## src/rtl/cpu_seq_pkg.sv

```systemverilog
// cpu_seq_pkg: instruction-word layout, kind encodings and FSM state encodings for cpu_sequencer.
package cpu_seq_pkg;
    localparam int WORD_W   = 17;
    localparam int KIND_LSB = 15;
    localparam int OP_LSB   = 8;
    localparam int OP_W     = 7;
    localparam int DATA_W   = 8;

    localparam logic [1:0] K_HALT = 2'b00;
    localparam logic [1:0] K_LOAD = 2'b01;
    localparam logic [1:0] K_OP   = 2'b10;
    localparam logic [1:0] K_RSVD = 2'b11;

    localparam logic [2:0] S_IDLE    = 3'd0;
    localparam logic [2:0] S_FETCH   = 3'd1;
    localparam logic [2:0] S_ISSUE   = 3'd2;
    localparam logic [2:0] S_EXEC    = 3'd3;
    localparam logic [2:0] S_CAPTURE = 3'd4;
    localparam logic [2:0] S_END     = 3'd5;
endpackage

```

## src/rtl/cpu_seq_progmem.sv

```systemverilog
// cpu_seq_progmem: single-port program RAM, synchronous write and registered read (write wins).
module cpu_seq_progmem
    import cpu_seq_pkg::*;
#(
    parameter int DEPTH = 16,
    parameter int AW    = 4
) (
    input  logic              clk,
    input  logic              we,
    input  logic              re,
    input  logic [AW-1:0]     addr,
    input  logic [WORD_W-1:0] wdata,
    output logic [WORD_W-1:0] rdata
);
    logic [WORD_W-1:0] mem [DEPTH];

    always_ff @(posedge clk) begin
        if (we)
            mem[addr] <= wdata;
        else if (re)
            rdata <= mem[addr];
    end
endmodule

```

## src/rtl/cpu_sequencer.sv

```systemverilog
// cpu_sequencer: runs a small stored program of LOAD/OP/HALT words against an external CPU.
// Optional CPU_SEQ_STEP_EN adds a step input that gates each instruction fetch.
module cpu_sequencer
    import cpu_seq_pkg::*;
#(
    parameter int PROG_DEPTH = 16,
    parameter int AW         = 4
) (
    input  logic              clk,
    input  logic              rst,
    input  logic              prog_we,
    input  logic [AW-1:0]     prog_addr,
    input  logic [WORD_W-1:0] prog_wdata,
    input  logic              start,
`ifdef CPU_SEQ_STEP_EN
    input  logic              step,
`endif
    output logic [DATA_W-1:0] cpu_data_in,
    output logic [OP_W-1:0]   cpu_opcode,
    output logic              cpu_cin,
    output logic              cpu_load,
    output logic              cpu_ce,
    input  logic [DATA_W-1:0] cpu_data_out,
    input  logic              cpu_cout,
    output logic [DATA_W-1:0] result,
    output logic              result_cout,
    output logic              result_valid,
    output logic              busy,
    output logic              done,
    output logic              bad_instr
);
    logic [2:0]        state;
    logic [AW-1:0]     pc;
    logic [WORD_W-1:0] word;
    logic [1:0]        kind;
    logic              fetch_go, issuing, is_op, last;
    logic [DATA_W-1:0] data_q;
    logic [OP_W-1:0]   opcode_q;
    logic              cin_q;

`ifdef CPU_SEQ_STEP_EN
    assign fetch_go = step;
`else
    assign fetch_go = 1'b1;
`endif

    cpu_seq_progmem #(.DEPTH(PROG_DEPTH), .AW(AW)) u_mem (
        .clk   (clk),
        .we    (prog_we && state == S_IDLE),
        .re    (state == S_FETCH && fetch_go),
        .addr  (state == S_IDLE ? prog_addr : pc),
        .wdata (prog_wdata),
        .rdata (word)
    );

    assign kind    = word[KIND_LSB +: 2];
    assign issuing = state == S_ISSUE && kind != K_HALT && kind != K_RSVD;
    assign is_op   = issuing && kind == K_OP;
    assign last    = pc == AW'(PROG_DEPTH - 1);

    // CPU operands pass through during ISSUE and otherwise hold the last issued value
    assign cpu_ce      = issuing;
    assign cpu_load    = issuing && kind == K_LOAD;
    assign cpu_opcode  = issuing ? word[OP_LSB +: OP_W] : opcode_q;
    assign cpu_data_in = cpu_load ? word[DATA_W-1:0] : data_q;
    assign cpu_cin     = is_op ? word[0] : cin_q;
    assign busy        = state != S_IDLE;
    assign done        = state == S_END;

    always_ff @(posedge clk) begin
        if (!rst) begin
            state        <= S_IDLE;
            pc           <= '0;
            data_q       <= '0;
            opcode_q     <= '0;
            cin_q        <= 1'b0;
            result       <= '0;
            result_cout  <= 1'b0;
            result_valid <= 1'b0;
            bad_instr    <= 1'b0;
        end else begin
            data_q       <= cpu_data_in;
            opcode_q     <= cpu_opcode;
            cin_q        <= cpu_cin;
            result_valid <= state == S_CAPTURE;
            case (state)
                S_IDLE: if (start) begin
                    pc        <= '0;
                    bad_instr <= 1'b0;
                    state     <= S_FETCH;
                end
                S_FETCH: if (fetch_go) state <= S_ISSUE;
                S_ISSUE: begin
                    bad_instr <= bad_instr | (kind == K_RSVD);
                    pc        <= (kind == K_LOAD && !last) ? pc + 1'b1 : pc;
                    state     <= kind == K_OP ? S_EXEC : (kind == K_LOAD && !last) ? S_FETCH : S_END;
                end
                S_EXEC: state <= S_CAPTURE;
                S_CAPTURE: begin
                    result      <= cpu_data_out;
                    result_cout <= cpu_cout;
                    pc          <= last ? pc : pc + 1'b1;
                    state       <= last ? S_END : S_FETCH;
                end
                default: state <= S_IDLE;
            endcase
        end
    end
endmodule
```

## config.mk

```make
export PLATFORM = sky130hd
export DESIGN_NAME = cpu_sequencer
export DESIGN_NICKNAME = d
export VERILOG_FILES = /design/src/rtl/cpu_seq_pkg.sv /design/src/rtl/cpu_seq_progmem.sv /design/src/rtl/cpu_sequencer.sv
export SDC_FILE = /design/constraint.sdc
export NUM_CORES = 1
export LEC_CHECK = 0
export BUFFER_PORTS_ARGS = -buffer_cell sky130_fd_sc_hd__buf_2
export CORE_ASPECT_RATIO = 0.75
export CORE_MARGIN = 3
export CORE_UTILIZATION = 55
export CTS_BUF_LIST = sky130_fd_sc_hd__clkbuf_4 sky130_fd_sc_hd__clkbuf_8
export CTS_CLUSTER_DIAMETER = 30
export DETAILED_ROUTE_END_ITERATION = 7
export PLACE_DENSITY = 0.79
export RECOVER_POWER = 25
export REMOVE_ABC_BUFFERS = 1
export SLEW_MARGIN = 30
export SYNTH_ARGS = -nofsm -noshare
export SYNTH_HDL_FRONTEND = slang
export SYNTH_SLANG_ARGS = --single-unit
```

## constraint.sdc

```tcl
create_clock -name clk -period 6 [get_ports clk]
set_clock_uncertainty 0.15 [all_clocks]
set_input_delay 0.3 -clock clk [delete_from_list [all_inputs] [get_ports clk]]
set_output_delay 0.3 -clock clk [all_outputs]
set_load 0.02 [all_outputs]
```

==> Yosys cells after proc, flatten, opt, wreduce, memory -nomap -nowiden <==
Memory sizes are Yosys's and may differ from the RTL's. A register that Yosys moved wholly into a read port is not among the register bits.
Index checks and enable logic that the tools add are counted.
W data, S select, Z words.
{ "totals": {"memories": 1, "input_bits": 34, "ram_bits": 272, "latchBits": 0, "reg_bits": 34, "rom_bits": 0} }
{ "memory_table": {"columns": ["name", "words", "word_bits", "rd", "rd_ports_with_merged_regs", "write_ports", "line", "text"], "rows": [
  ["u_mem.mem", 16, 17, 1, 1, 1, "cpu_seq_progmem.sv:15", "logic [WORD_W-1:0] mem [DEPTH];"]
]} }
{ "classes": {"order_cmp": 0, "n_addsub": 1, "mul": 0, "n_mux": 17, "bitwise": 2, "n_reduce_logical": 15, "n_eq_ne": 13, "n_div": 0, "shifts": 0} }
{ "ops": {"columns": ["op", "n"], "rows": [
  ["$mux W4", 4],
  ["$pmux W3 S5", 1],
  ["$mux W3", 4],
  ["$pmux W4 S3", 1],
  ["$mux W8", 1],
  ["$mux W7", 1],
  ["$eq A3 B2 Y1 const B", 2],
  ["$eq A3 B3 Y1 const B", 2],
  ["$logic_and A1 B1 Y1", 6],
  ["$ne A2 B2 Y1 const B", 3],
  ["$reduce_bool A3 Y1", 2],
  ["$add A4 B1 Y4 const B", 1],
  ["$eq A2 B2 Y1 const B", 2],
  ["$eq A4 B4 Y1 const B", 1],
  ["$mux W1", 4],
  ["$reduce_and A2 Y1", 2],
  ["$reduce_and A4 Y1", 1],
  ["$reduce_bool A2 Y1", 2],
  ["$eq A3 B1 Y1 const B", 1],
  ["$logic_not A3 Y1", 1],
  ["$eq A2 B1 Y1 const B", 1],
  ["$ne A2 B1 Y1 const B", 1],
  ["$pmux W1 S2", 1],
  ["$logic_not A1 Y1", 1],
  ["other kinds (2)", 2]
]} }

==> Logic depth before layout (Yosys ltp) <==
Gate-level depths: netlist of the first run.
{ "depth": {"depth_word": 6, "depth_mapped": 8, "ltp_nobuf": 5} }

==> Cells and area by module <==
From an unflattened synthesis of the first run, not the netlist that was laid out.
{ "unflattened": {"hier_cells": 617, "hier_area_um2": 12433.2} }
{ "modules_own_cells": {"columns": ["module", "area_per_inst_um2", "cells_per_inst", "instances"], "rows": [
  ["cpu_seq_progmem", 10806.6, 459, 1],
  ["cpu_sequencer", 1626.6, 158, 1]
]} }

==> Worst setup path after synthesis of the first run <==
Ideal clock, no wire load.
{ "synth_path": {"path_kind": "register to register", "startpoint": "reg state[2]", "endpoint": "mem u_mem.mem[10][0] (enable)", "setup_time_ns": 0.413, "path_stages_with_launch": 8, "arrival_time_ns": 2.789, "path_buffers": 4, "slack_ns": 2.648, "synth_period_minus_slack_ns": 3.352, "cell_sequence": "dfxtp_1 > buf_6 > or4b_4 > buf_6 > and2_1 > buf_2 > buf_6 > nor3_1"} }
{ "synth_via": {"elab_chain_len": 4, "word_cells_on_any_way": 5} }
{ "synth_rtl": {"columns": ["item", "line", "text"], "rows": [
  ["start, declared", "cpu_sequencer.sv:32", "logic [2:0] state;"],
  ["start signal, assigned", "cpu_sequencer.sv:96", "state <= kind == K_OP ? S_EXEC : (kind == K_LOAD && !last) ? S_FETCH : S_END;"],
  ["start signal, assigned", "cpu_sequencer.sv:103", "state <= last ? S_END : S_FETCH;"],
  ["$logic_not A3 Y1 (*)", "cpu_sequencer.sv:49, cpu_sequencer.sv:51", null],
  ["$logic_and A1 B1 Y1", "cpu_sequencer.sv:49", ".we (prog_we && state == S_IDLE),"],
  ["$mux W1", "cpu_seq_progmem.sv:18", "if (we)"],
  ["$mux W1 (implied by the code)", "cpu_seq_progmem.sv:19", "mem[addr] <= wdata;"],
  ["end, declared", "cpu_seq_progmem.sv:15", null]
]} }
Mark *: on every way between the ends. The rest lies on a longest branch, timed or not.

==> Worst setup path in the final report of the first run <==
{ "layout_path": {"startpoint": "reg state[2]", "endpoint": "mem u_mem.mem[6][12] (enable)"} }
The elaborated chain is that of the path after synthesis.

==> run_results.csv, run 1 <==
group,metric,value,unit
floorplanning,io_pins,65,
global_route,grt_max_degree,53,
sta,worst_pin_slew,0.9784,ns
floorplanning,die_w,193.6,um
global_route,grt-ovfl-total,0,
routing,drt-pass1-iter-count,5,
sta,drv_slew,0,
critical_path,crit_slowest_cell,"dfxtp_1",
global_route,grt_antenna_before_repair,1,
synthesis,async_flop_share,0,%
clocking,clk_path_buf_depth,3,
routing,wl_per_cell,25.48,um
layout,area_delta_synth_final,13.92,%
critical_path,endpoint_kind,"register",
critical_path,cp_max_fo,36,
floorplanning,die_y,146.7,um
layout,num_antenna_cells,0,
synthesis,ys.flop_type,"edfxtp_1",
synthesis,synth-edff-count,289,
critical_path,critPathBufInv,1,
power_and_ir_drop,total_leakage_power,0.005441,uW
clocking,clock-sinks,323,
layout,layout_commonest_cell,"edfxtp_1",
synthesis,netlist_instances,828,
critical_path,regToRegStartpoint,"state[2]$_SDFFE_PN0P_",
layout,mostFrequentLayoutCells,"edfxtp_1 (289), mux4_2 (102), nand2_1 (63)",
synthesis,yosys_warnings,0,
sta,slew_headroom,34.77,%
critical_path,r2r_cells,5,
global_route,gr-usage-all-layers,23.60,%
synthesis,netlist_area,0.01452,mm^2
placement,place_congestion,0.8237,
critical_path,reg2reg_slack,2.24,ns
layout,fin_nets,968,
floorplanning,dieArea,0.02840,mm^2
worst_hold_path,holdPathEnd,"result[1]$_SDFFE_PN0P_",
floorplanning,num_rows,50,
critical_path,startpoint_type,"register",
synthesis,synthDistinctLibCells,50,
power_and_ir_drop,power.density,299.7,mW/mm^2
worst_hold_path,hp-class,"reg -> reg",
sta,fin_crit,3.757,ns
floorplanning,core-area,0.02546,mm^2
global_route,grt_pass1_vias,8516,
placement,place_ws,2.338,ns
run,max-cap-violations,0,
worst_hold_path,whs_path_depth,2,
layout,nFillCells,1739,
clocking,cts_tree,"yes",
clocking,clkTransAtPathRegs,0.06,ns
sta,hold_viol,0,
routing,vias,8472,
critical_path,critical_path_class,"reg -> reg",
worst_hold_path,holdCritStartpoint,"result[1]$_SDFFE_PN0P_",
global_route,grt_pass1_wl,51220,um
critical_path,crit_family,"simple AND/OR/NAND/NOR gates",
clocking,root_buffer,"clkbuf_8",
clocking,post_cts_buffers,0,
placement,dp_hpwl,20740,um
clocking,cts_resized,0,
sta,finalSetupViolCount,0,
sta,fin_crit_sh,62.61,%
routing,drc_errors,0,
sta,fin_tns_setup,0,ns
clocking,clock_latency,0.58,ns
sta,fin_ws,2.243,ns
routing,drt_iter0_drc,895,
critical_path,crit_required,6.05,ns
clocking,cts_max_level,2,
sta,rsz0062_at_grt,"no",
sta,timing.fmax,0.2662,GHz
outcome,status,"finished, final reports clean",
critical_path,cp_cell_sequence,"or4b_4, and2_1, buf_4, nand2_1, nor2_2",
routing,via_per_inst,6.472,
synthesis,ys_ff_latch,323,
clocking,cts_buffers,53,
placement,io_buffer_count,64,
floorplanning,initial_core_util,57.02,%
routing,routed_wl,33350,um
critical_path,reg2reg_to,"u_mem.mem[6][12]$_DFFE_PP_",
critical_path,cp.arrival,3.80,ns
layout,layout-drive-gt1-share,36.77,%
critical_path,max_stage_delay,0.84,ns
synthesis,synth_seq_area_share,64.47,%
synthesis,synth_area_per_cell,17.53,um^2
routing,ant_nets,0,
power_and_ir_drop,vdd_drop_max,210.9,uV
[sequential cells by signal (all words and copies together), names as in the netlist, 3 cells and up]
signal       flops
data_q           8
result           8
u_mem.mem      272
u_mem.rdata     17
pc               4
state            3
opcode_q         7
[synth_stat cells (4+ instances only)]
library cell | count | area (um^2)
o41ai_2 | 10 | 162.7
nand2_1 | 63 | 236.5
buf_1 | 5 | 18.77
o41ai_1 | 7 | 61.31
buf_6 | 4 | 45.04
clkbuf_1 | 26 | 97.59
mux4_2 | 102 | 2297
a211oi_2 | 10 | 125.1
a21oi_1 | 16 | 80.08
nor2_1 | 11 | 41.29
inv_1 | 4 | 15.01
nor3_1 | 9 | 45.04
mux2_2 | 51 | 574.3
o22ai_1 | 51 | 319.1
and3_1 | 21 | 131.4
nand3_1 | 5 | 25.02
and2_1 | 17 | 106.4
a211oi_1 | 7 | 52.55
buf_2 | 24 | 120.1
edfxtp_1 | 289 | 8678
dfxtp_1 | 34 | 680.7
mux2i_1 | 4 | 40.04
a311o_1 | 17 | 170.2
[power breakdown]
| part | leakage (uW) | switching, uW | internal, uW |
|---|---|---|---|
| registers | 0.00289 | 22.1 | 2500 |
| clock network | 0.000583 | 857 | 1140 |
| logic | 0.00197 | 270 | 166 |
| total | 0.00544 | 1150 | 3810 |
[worst register-to-register path, delay by kind of cell, from the launching register on]
family / cells / cell delay [ns]
flip-flops: 1 / 0.84
buffers and inverters: 1 / 0.35
AND/OR/NAND/NOR: 4 / 2.04
[worst max path at each step]
stage / slack [ns] / cells after the start / start / end
2_1_floorplan: 1.69 / 4 / pc[1]$_SDFFE_PN0P_ / u_mem.rdata[0]$_DFFE_PP_
3_3_place_gp: 2.47 / 5 / state[2]$_SDFFE_PN0P_ / u_mem.mem[7][11]$_DFFE_PP_
3_5_place_dp: 2.34 / 5 / state[2]$_SDFFE_PN0P_ / u_mem.mem[7][11]$_DFFE_PP_
4_1_cts: 2.32 / 5 / state[2]$_SDFFE_PN0P_ / u_mem.mem[7][6]$_DFFE_PP_
5_1_grt: 2.03 / 5 / state[2]$_SDFFE_PN0P_ / u_mem.mem[6][3]$_DFFE_PP_
6_report: 2.24 / 5 / state[2]$_SDFFE_PN0P_ / u_mem.mem[6][12]$_DFFE_PP_
[logic make-up after synthesis]
group                    Yosys count  synth area share (%)
buffers and inverters             68                 2.361
adder cells (fa/ha/maj)            1               0.08617
flip-flops                       323                 64.47
AO/OA/AOI/OAI                    132                 7.705
AND/OR/NAND/NOR                  147                 5.326
multiplexers                     157                 20.06
[per-stage QoR]
stage | cells | utilization [%] | cell area [um^2] | hold slack [ns] | total power, uW
3_5_place_dp | 1187 | 59.48 | 15150 | 0.2959 | 2985
2_1_floorplan | 765 | - | 14190 | 0.2489 | 2808
5_1_grt | 1309 | 64.95 | 16540 | 0.3228 | 5132
6_report | 1309 | 64.95 | 16540 | 0.3001 | 4957
3_3_place_gp | 1187 | 59.46 | 15140 | 0.2918 | 2973
4_1_cts | 1309 | 64.98 | 16540 | 0.3047 | 4991
[repair_timing]
item | 4_1_cts | 5_1_grt
setup endpoints to repair | 0 | 0
endpoints found under the hold margin | 287 | 0
hold buffers | 29 | 0
[cell type report]
| cell class | instances | area (um^2) | area share [%] |
|---|---|---|---|
| Sequential cell | 323 | 9364 | 56.62 |
| Clock buffer | 73 | 898.4 | 5.432 |
| Tap cell | 338 | 422.9 | 2.557 |
| Inverter | 5 | 18.77 | 0.1135 |
| Clock inverter | 20 | 210.2 | 1.271 |
| Multi-Input combinational cell | 437 | 4877 | 29.49 |
| Timing Repair Buffer | 113 | 747.0 | 4.517 |
[metal layers]
layer	wire, um	track usage [%]	vias to the layer above
met3	3165	6.946	63
met2	15380	35.93	385
met4	642	6.144	2
met5	17	0	-
li1	-	-	3665
met1	14150	34.06	4357
Power figures use the tool's default switching activity.
==> inputs of run 2 (changes only) <==
ABC_AREA = 1   (was default)
PLACE_DENSITY = 0.8   (was 0.79)
clock period = 3.7 ns   (was 6 ns; I/O delays follow)
==> run 2 against run 1 <==
Net effect: sequential share of layout area is 2.1 points higher; routed wire length is 6.0% higher; synthesized cell count is 65% higher; via count is 22% higher; final cell count is 41% higher; power is 110% higher; critical path depth is 4 higher; non-clock buffer count is 22 higher; global-route usage is 3.0 points higher; flip-flop and latch count stayed put; first-iteration DRC count is 25% higher; register-to-register slack worse by 1.4 ns.
==> run_results.csv, run 2 <==
group,metric,value,unit
synthesis,synthTopCellsByArea,"edfxtp_1 (63%), nand2_1 (15%), nand3_1 (7.3%)",
clocking,cts_resized,0,
clocking,clock_latency,0.57,ns
synthesis,synth-edff-count,289,
sta,hold_viol,0,
synthesis,yosys_warnings,0,
outcome,status,"finished, final reports clean",
routing,routed_wl,35350,um
clocking,post_cts_buffers,0,
synthesis,ys.flop_type,"edfxtp_1",
clocking,root_buffer,"clkbuf_8",
critical_path,crit_required,3.37,ns
routing,vias,10361,
clocking,clk_path_buf_depth,3,
sta,fin_crit_sh,85.48,%
layout,max_flop_register,"u_mem.mem",
floorplanning,num_rows,49,
global_route,gr-usage-all-layers,26.61,%
routing,wl_met2,16680,um
run,max-cap-violations,0,
floorplanning,die_w,188.7,um
synthesis,netlist_instances,1367,
critical_path,cp_max_fo,9,
critical_path,regToRegStartpoint,"state[1]$_SDFFE_PN0P_",
layout,area_delta_synth_final,15.81,%
critical_path,cp.arrival,2.83,ns
power_and_ir_drop,power.density,640.2,mW/mm^2
layout,reg_top3,"u_mem.mem: 272 flops, u_mem.rdata: 17 flops",
sta,fin_crit,3.163,ns
routing,via_per_inst,5.604,
global_route,grt_pass1_vias,10303,
floorplanning,dieArea,0.02698,mm^2
synthesis,synth_common_cells,"nand2_1 (568), edfxtp_1 (289), nand3_1 (202)",
synthesis,synth_top_area_share,63.04,%
layout,fin_nets,1520,
power_and_ir_drop,vdd_drop_max,459.5,uV
sta,worst_pin_slew,0.8625,ns
placement,io_buffer_count,64,
sta,whs,0.2296,ns
routing,highest_layer,"met4",
floorplanning,io_pins,65,
synthesis,ys_ff_latch,323,
clocking,cts_buffers,52,
placement,dp_hpwl,19650,um
floorplanning,initial_core_util,56.70,%
synthesis,yosysTopAreaCell,"edfxtp_1",
clocking,clock-sinks,323,
synthesis,post-synth-top-count-cell,"nand2_1",
sta,timing.fmax,0.3162,GHz
routing,wl_met1,13860,um
clocking,cts_tree,"yes",
clocking,clkTransAtPathRegs,0.07,ns
sta,rsz0062_at_grt,"no",
placement,place_congestion,0.9013,
critical_path,critPathLaunch,"state[2]$_SDFFE_PN0P_",
synthesis,synth_area_per_cell,10.07,um^2
layout,layout-drive-gt1-share,14.30,%
synthesis,async_flop_share,0,%
power_and_ir_drop,total_leakage_power,0.006872,uW
sta,drv_slew,0,
sta,slew_headroom,42.50,%
layout,largest_register_ffs,272,
routing,ant_nets,0,
layout,mostFrequentLayoutCells,"nand2_1 (566), edfxtp_1 (289), nand3_1 (200)",
routing,drt_iter0_drc,1115,
sta,finalSetupViolCount,0,
sta,fin_ws,0.5373,ns
critical_path,endpoint_kind,"output port",
layout,layout_commonest_cell,"nand2_1",
placement,place_ws,0.9798,ns
layout,post-route-util,65.67,%
worst_hold_path,hp-class,"in -> reg",
synthesis,synth_seq_area_share,67.98,%
floorplanning,die_y,143.0,um
global_route,grt_pass1_wl,55730,um
routing,drc_errors,0,
layout,nFillCells,1839,
layout,num_antenna_cells,0,
global_route,grt_antenna_before_repair,0,
global_route,grt_max_degree,120,
worst_hold_path,holdCritStartpoint,"prog_we",
routing,drt-pass1-iter-count,5,
layout,post_layout_nonfiller_instances,1849,
placement,dp.cells,1725,
synthesis,netlist_area,0.01377,mm^2
routing,wl_met3,3543,um
floorplanning,core-area,0.02428,mm^2
global_route,grt-ovfl-total,0,
clocking,ctsHoldBuffers,37,
clocking,cts_max_level,2,
routing,wl_per_cell,19.12,um
critical_path,startpoint_type,"register",
critical_path,critical_path_class,"reg -> out",
synthesis,synthDistinctLibCells,22,
[run 2: metrics by stage]
stage          instance area (um^2)  setup TNS [ns]  power [uW]
3_3_place_gp                  14580               0        7096
5_1_grt                       15940               0       10750
6_report                      15940               0       10210
2_1_floorplan                 13420         -446.59        6212
3_5_place_dp                  14590               0        7181
4_1_cts                       15960               0       10200
[run 2: routing by layer]
layer,vias to the layer above,GRT usage (%)
li1,4774,-
met1,4888,34.53
met2,586,43.69
met3,113,6.405
met4,0,11.12
met5,-,0
[run 2: worst paths after layout]
check	to	slack [ns]	cells after the start
setup reg to reg	u_mem.rdata[3]$_DFFE_PP_	0.88	12
hold reg to reg	result_cout$_SDFFE_PN0P_	0.33	2
setup / recovery	cpu_data_in[6]	0.54	9
hold / removal	u_mem.mem[3][10]$_DFFE_PP_	0.23	5
[run 2: cells by family after synthesis]
family                     share of synthesized area (%)
DFF                                                67.98
AOI/OAI and AO/OA                                  1.300
and+or+nand+nor                                    25.88
buffers and inverters                              4.617
xor gates and xnor gates                          0.1273
adders and majority gates                        0.09087
[run 2: power breakdown]
part           internal (uW)  switching, uW
sequential              4250           75.4
clock                   1640           1370
combinational            806           2060
[run 2: layout make-up]
cell class	instances	area [um^2]	area share, %
clock buffers	68	854.6	5.360
clock inverters	19	146.4	0.9182
inverters	77	289.0	1.813
multi-input cells	896	3862	24.23
flip-flops and latches	323	9359	58.70
well taps	331	414.1	2.598
repair buffers	135	1018	6.388
[run 2: worst max-delay path: stages, from the launching register on]
cell,delay [ns]
dfxtp_1,0.37
inv_1,0.16
nand3_1,0.18
inv_1,0.12
nand2_1,0.30
inv_1,0.24
or2_2,0.32
o21ai_0,0.26
inv_1,0.12
buf_2,0.19
==> inputs of run 3 (changes only) <==
ABC_AREA = default   (was 1)
PLACE_DENSITY = 0.79   (was 0.8)
==> run 3 against run 2 <==
Net effect: non-clock buffer count shrank 2; sequential power fell by 5.3%; power fell by 23%; via count shrank 15%; flip-flop and latch count is the same; combinational power decreased by 75%; worst hold slack better by 0.014 ns; final cell count shrank 28%; cell area grew 4.5%; clock-buffer cell count is 2 higher; critical path depth down 4; largest power group unchanged; maximum frequency is 6.9% higher.
==> run_results.csv, run 3 (same netlist as run 1, synthesis figures left out) <==
group,metric,value,unit
layout,largest_register_ffs,272,
sta,hold_viol,0,
clocking,cts_tree,"yes",
layout,final-seq-area,0.009364,mm^2
critical_path,cp_max_fo,17,
layout,layout-drive-gt1-share,37.47,%
layout,post-route-util,65.46,%
placement,place_congestion,0.8728,
floorplanning,initial_core_util,57.02,%
layout,num_antenna_cells,0,
floorplanning,die_y,146.7,um
clocking,clock_latency,0.58,ns
run,max-cap-violations,0,
critical_path,crit_required,3.84,ns
clocking,clk_path_buf_depth,3,
clocking,cts_max_level,2,
placement,place_ws,0.8167,ns
routing,drt-pass1-iter-count,6,
routing,via_per_inst,6.615,
critical_path,max_stage_delay,0.79,ns
sta,fin_ws,0.7401,ns
clocking,clock-sinks,323,
layout,design_area,0.01667,mm^2
placement,io_buffer_count,64,
critical_path,crit_slowest_cell,"mux2i_2",
sta,finalSetupViolCount,0,
power_and_ir_drop,p_clk_share,39.0,%
layout,area_delta_synth_final,14.82,%
critical_path,cp.arrival,3.10,ns
global_route,grt_pass1_wl,52520,um
sta,fin_crit_sh,80.00,%
clocking,root_buffer,"clkbuf_8",
floorplanning,dieArea,0.02840,mm^2
sta,fin_crit,2.960,ns
global_route,grt_max_degree,54,
outcome,status,"finished, final reports clean",
routing,routed_wl,34990,um
critical_path,startpoint_type,"register",
power_and_ir_drop,total_leakage_power,0.005520,uW
layout,nFillCells,1722,
clocking,post_cts_buffers,0,
placement,placed_cell_area,0.01535,mm^2
layout,mostFrequentLayoutCells,"edfxtp_1 (289), mux4_2 (102), nand2_1 (63)",
power_and_ir_drop,sw_frac_of_total,23.55,%
routing,wl_per_cell,26.35,um
power_and_ir_drop,vdd_drop_max,385.0,uV
clocking,clkTransAtPathRegs,0.06,ns
critical_path,critical_path_class,"reg -> reg",
power_and_ir_drop,p_comb_share,9.1,%
sta,whs,0.2431,ns
layout,reg_top3,"u_mem.mem: 272 flops, u_mem.rdata: 17 flops",
sta,fin_tns_setup,0,ns
power_and_ir_drop,switching_power,1862,uW
routing,drc_errors,0,
sta,timing.fmax,0.3378,GHz
sta,worst_pin_slew,0.9389,ns
routing,drt_iter0_drc,1021,
global_route,gr-usage-all-layers,24.52,%
layout,fin_nets,986,
critical_path,cp_cell_sequence,"nor3_4, mux2i_2, buf_4, a311o_1, o41ai_1",
floorplanning,core-area,0.02546,mm^2
critical_path,crit_family,"multiplexers",
layout,multi_input_area,0.004862,mm^2
critical_path,critPathBufInv,1,
sta,rsz0062_at_grt,"no",
layout,layout_commonest_cell,"edfxtp_1",
global_route,grt-ovfl-total,0,
global_route,grt_pass1_vias,8557,
critical_path,endpoint_kind,"register",
placement,dp_hpwl,21950,um
routing,vias,8785,
power_and_ir_drop,power.density,474.3,mW/mm^2
floorplanning,num_rows,50,
sta,drv_slew,0,
power_and_ir_drop,internal_power,6045,uW
worst_hold_path,hp-class,"in -> reg",
floorplanning,io_pins,65,
sta,slew_headroom,37.41,%
layout,max_flop_register,"u_mem.mem",
clocking,cts_buffers,51,
routing,ant_nets,0,
global_route,grt_antenna_before_repair,0,
floorplanning,die_w,193.6,um
power_and_ir_drop,seqPwrFrac,51.9,%
==> run 3: cell types whose count changed in the layout (fill, tap and decap cells not counted), sizes merged, moves of 55 or more <==
cell,previous run,this run
inv,77,5
mux4,0,102
nand2,572,65
nand3,202,5
nor2,66,11
==> run 3: worst paths after layout <==
kind / from / end / slack [ns] / cells after the start
worst min-delay path: cpu_data_out[3] / result[3]$_SDFFE_PN0P_ / 0.24 / 4
worst max register to register: state[0]$_SDFFE_PN0P_ / u_mem.rdata[1]$_DFFE_PP_ / 0.74 / 5
worst min register to register: result[7]$_SDFFE_PN0P_ / result[7]$_SDFFE_PN0P_ / 0.31 / 2
worst max-delay path: state[0]$_SDFFE_PN0P_ / u_mem.rdata[1]$_DFFE_PP_ / 0.74 / 5
==> run 3: final cells by class <==
class,count,share of cell area (%)
Multi-Input combinational cell,437,29.17
Clock inverter,22,1.096
Sequential cell,323,56.18
Inverter,5,0.1126
Clock buffer,70,5.142
Tap cell,338,2.537
Timing Repair Buffer,133,5.765
==> run 3: power groups by stage <==
stage               Combinational (uW)  Sequential, uW  Clock, uW
detailed placement                 683            4180          0
global route                       763            4110       3290
global placement                   670            4170          0
finish                             719            4100       3090
CTS                                709            4100       3140
floorplan                          386            4170          0
==> run 3: metrics by stage <==
| stage | power [uW] | cells |
|---|---|---|
| after floorplan | 4553 | 765 |
| after global placement | 4842 | 1207 |
| after detailed placement | 4858 | 1207 |
| after CTS | 7947 | 1328 |
| after global routing | 8164 | 1328 |
| final | 7907 | 1328 |
==> run 3: routing by layer <==
layer	vias up	share of wire, %	global-route usage, %
met5	-	0	0
met4	0	2.4	6.325
met3	84	12	7.405
met2	535	44	35.84
met1	4464	41	36.68
li1	3702	-	-
==> run 3: tightest hold or removal path, cell delays in order <==
cell and delay (ns):
dlygate4sd3_1 0.53, buf_2 0.12, nand2_1 0.05, a21oi_1 0.05
==> run 3: what timing repair did <==
| item | in CTS | in global routing |
|---|---|---|
| hold endpoints to repair | 303 | 0 |
| hold buffers | 29 | 0 |
| resized for setup | 0 | 0 |
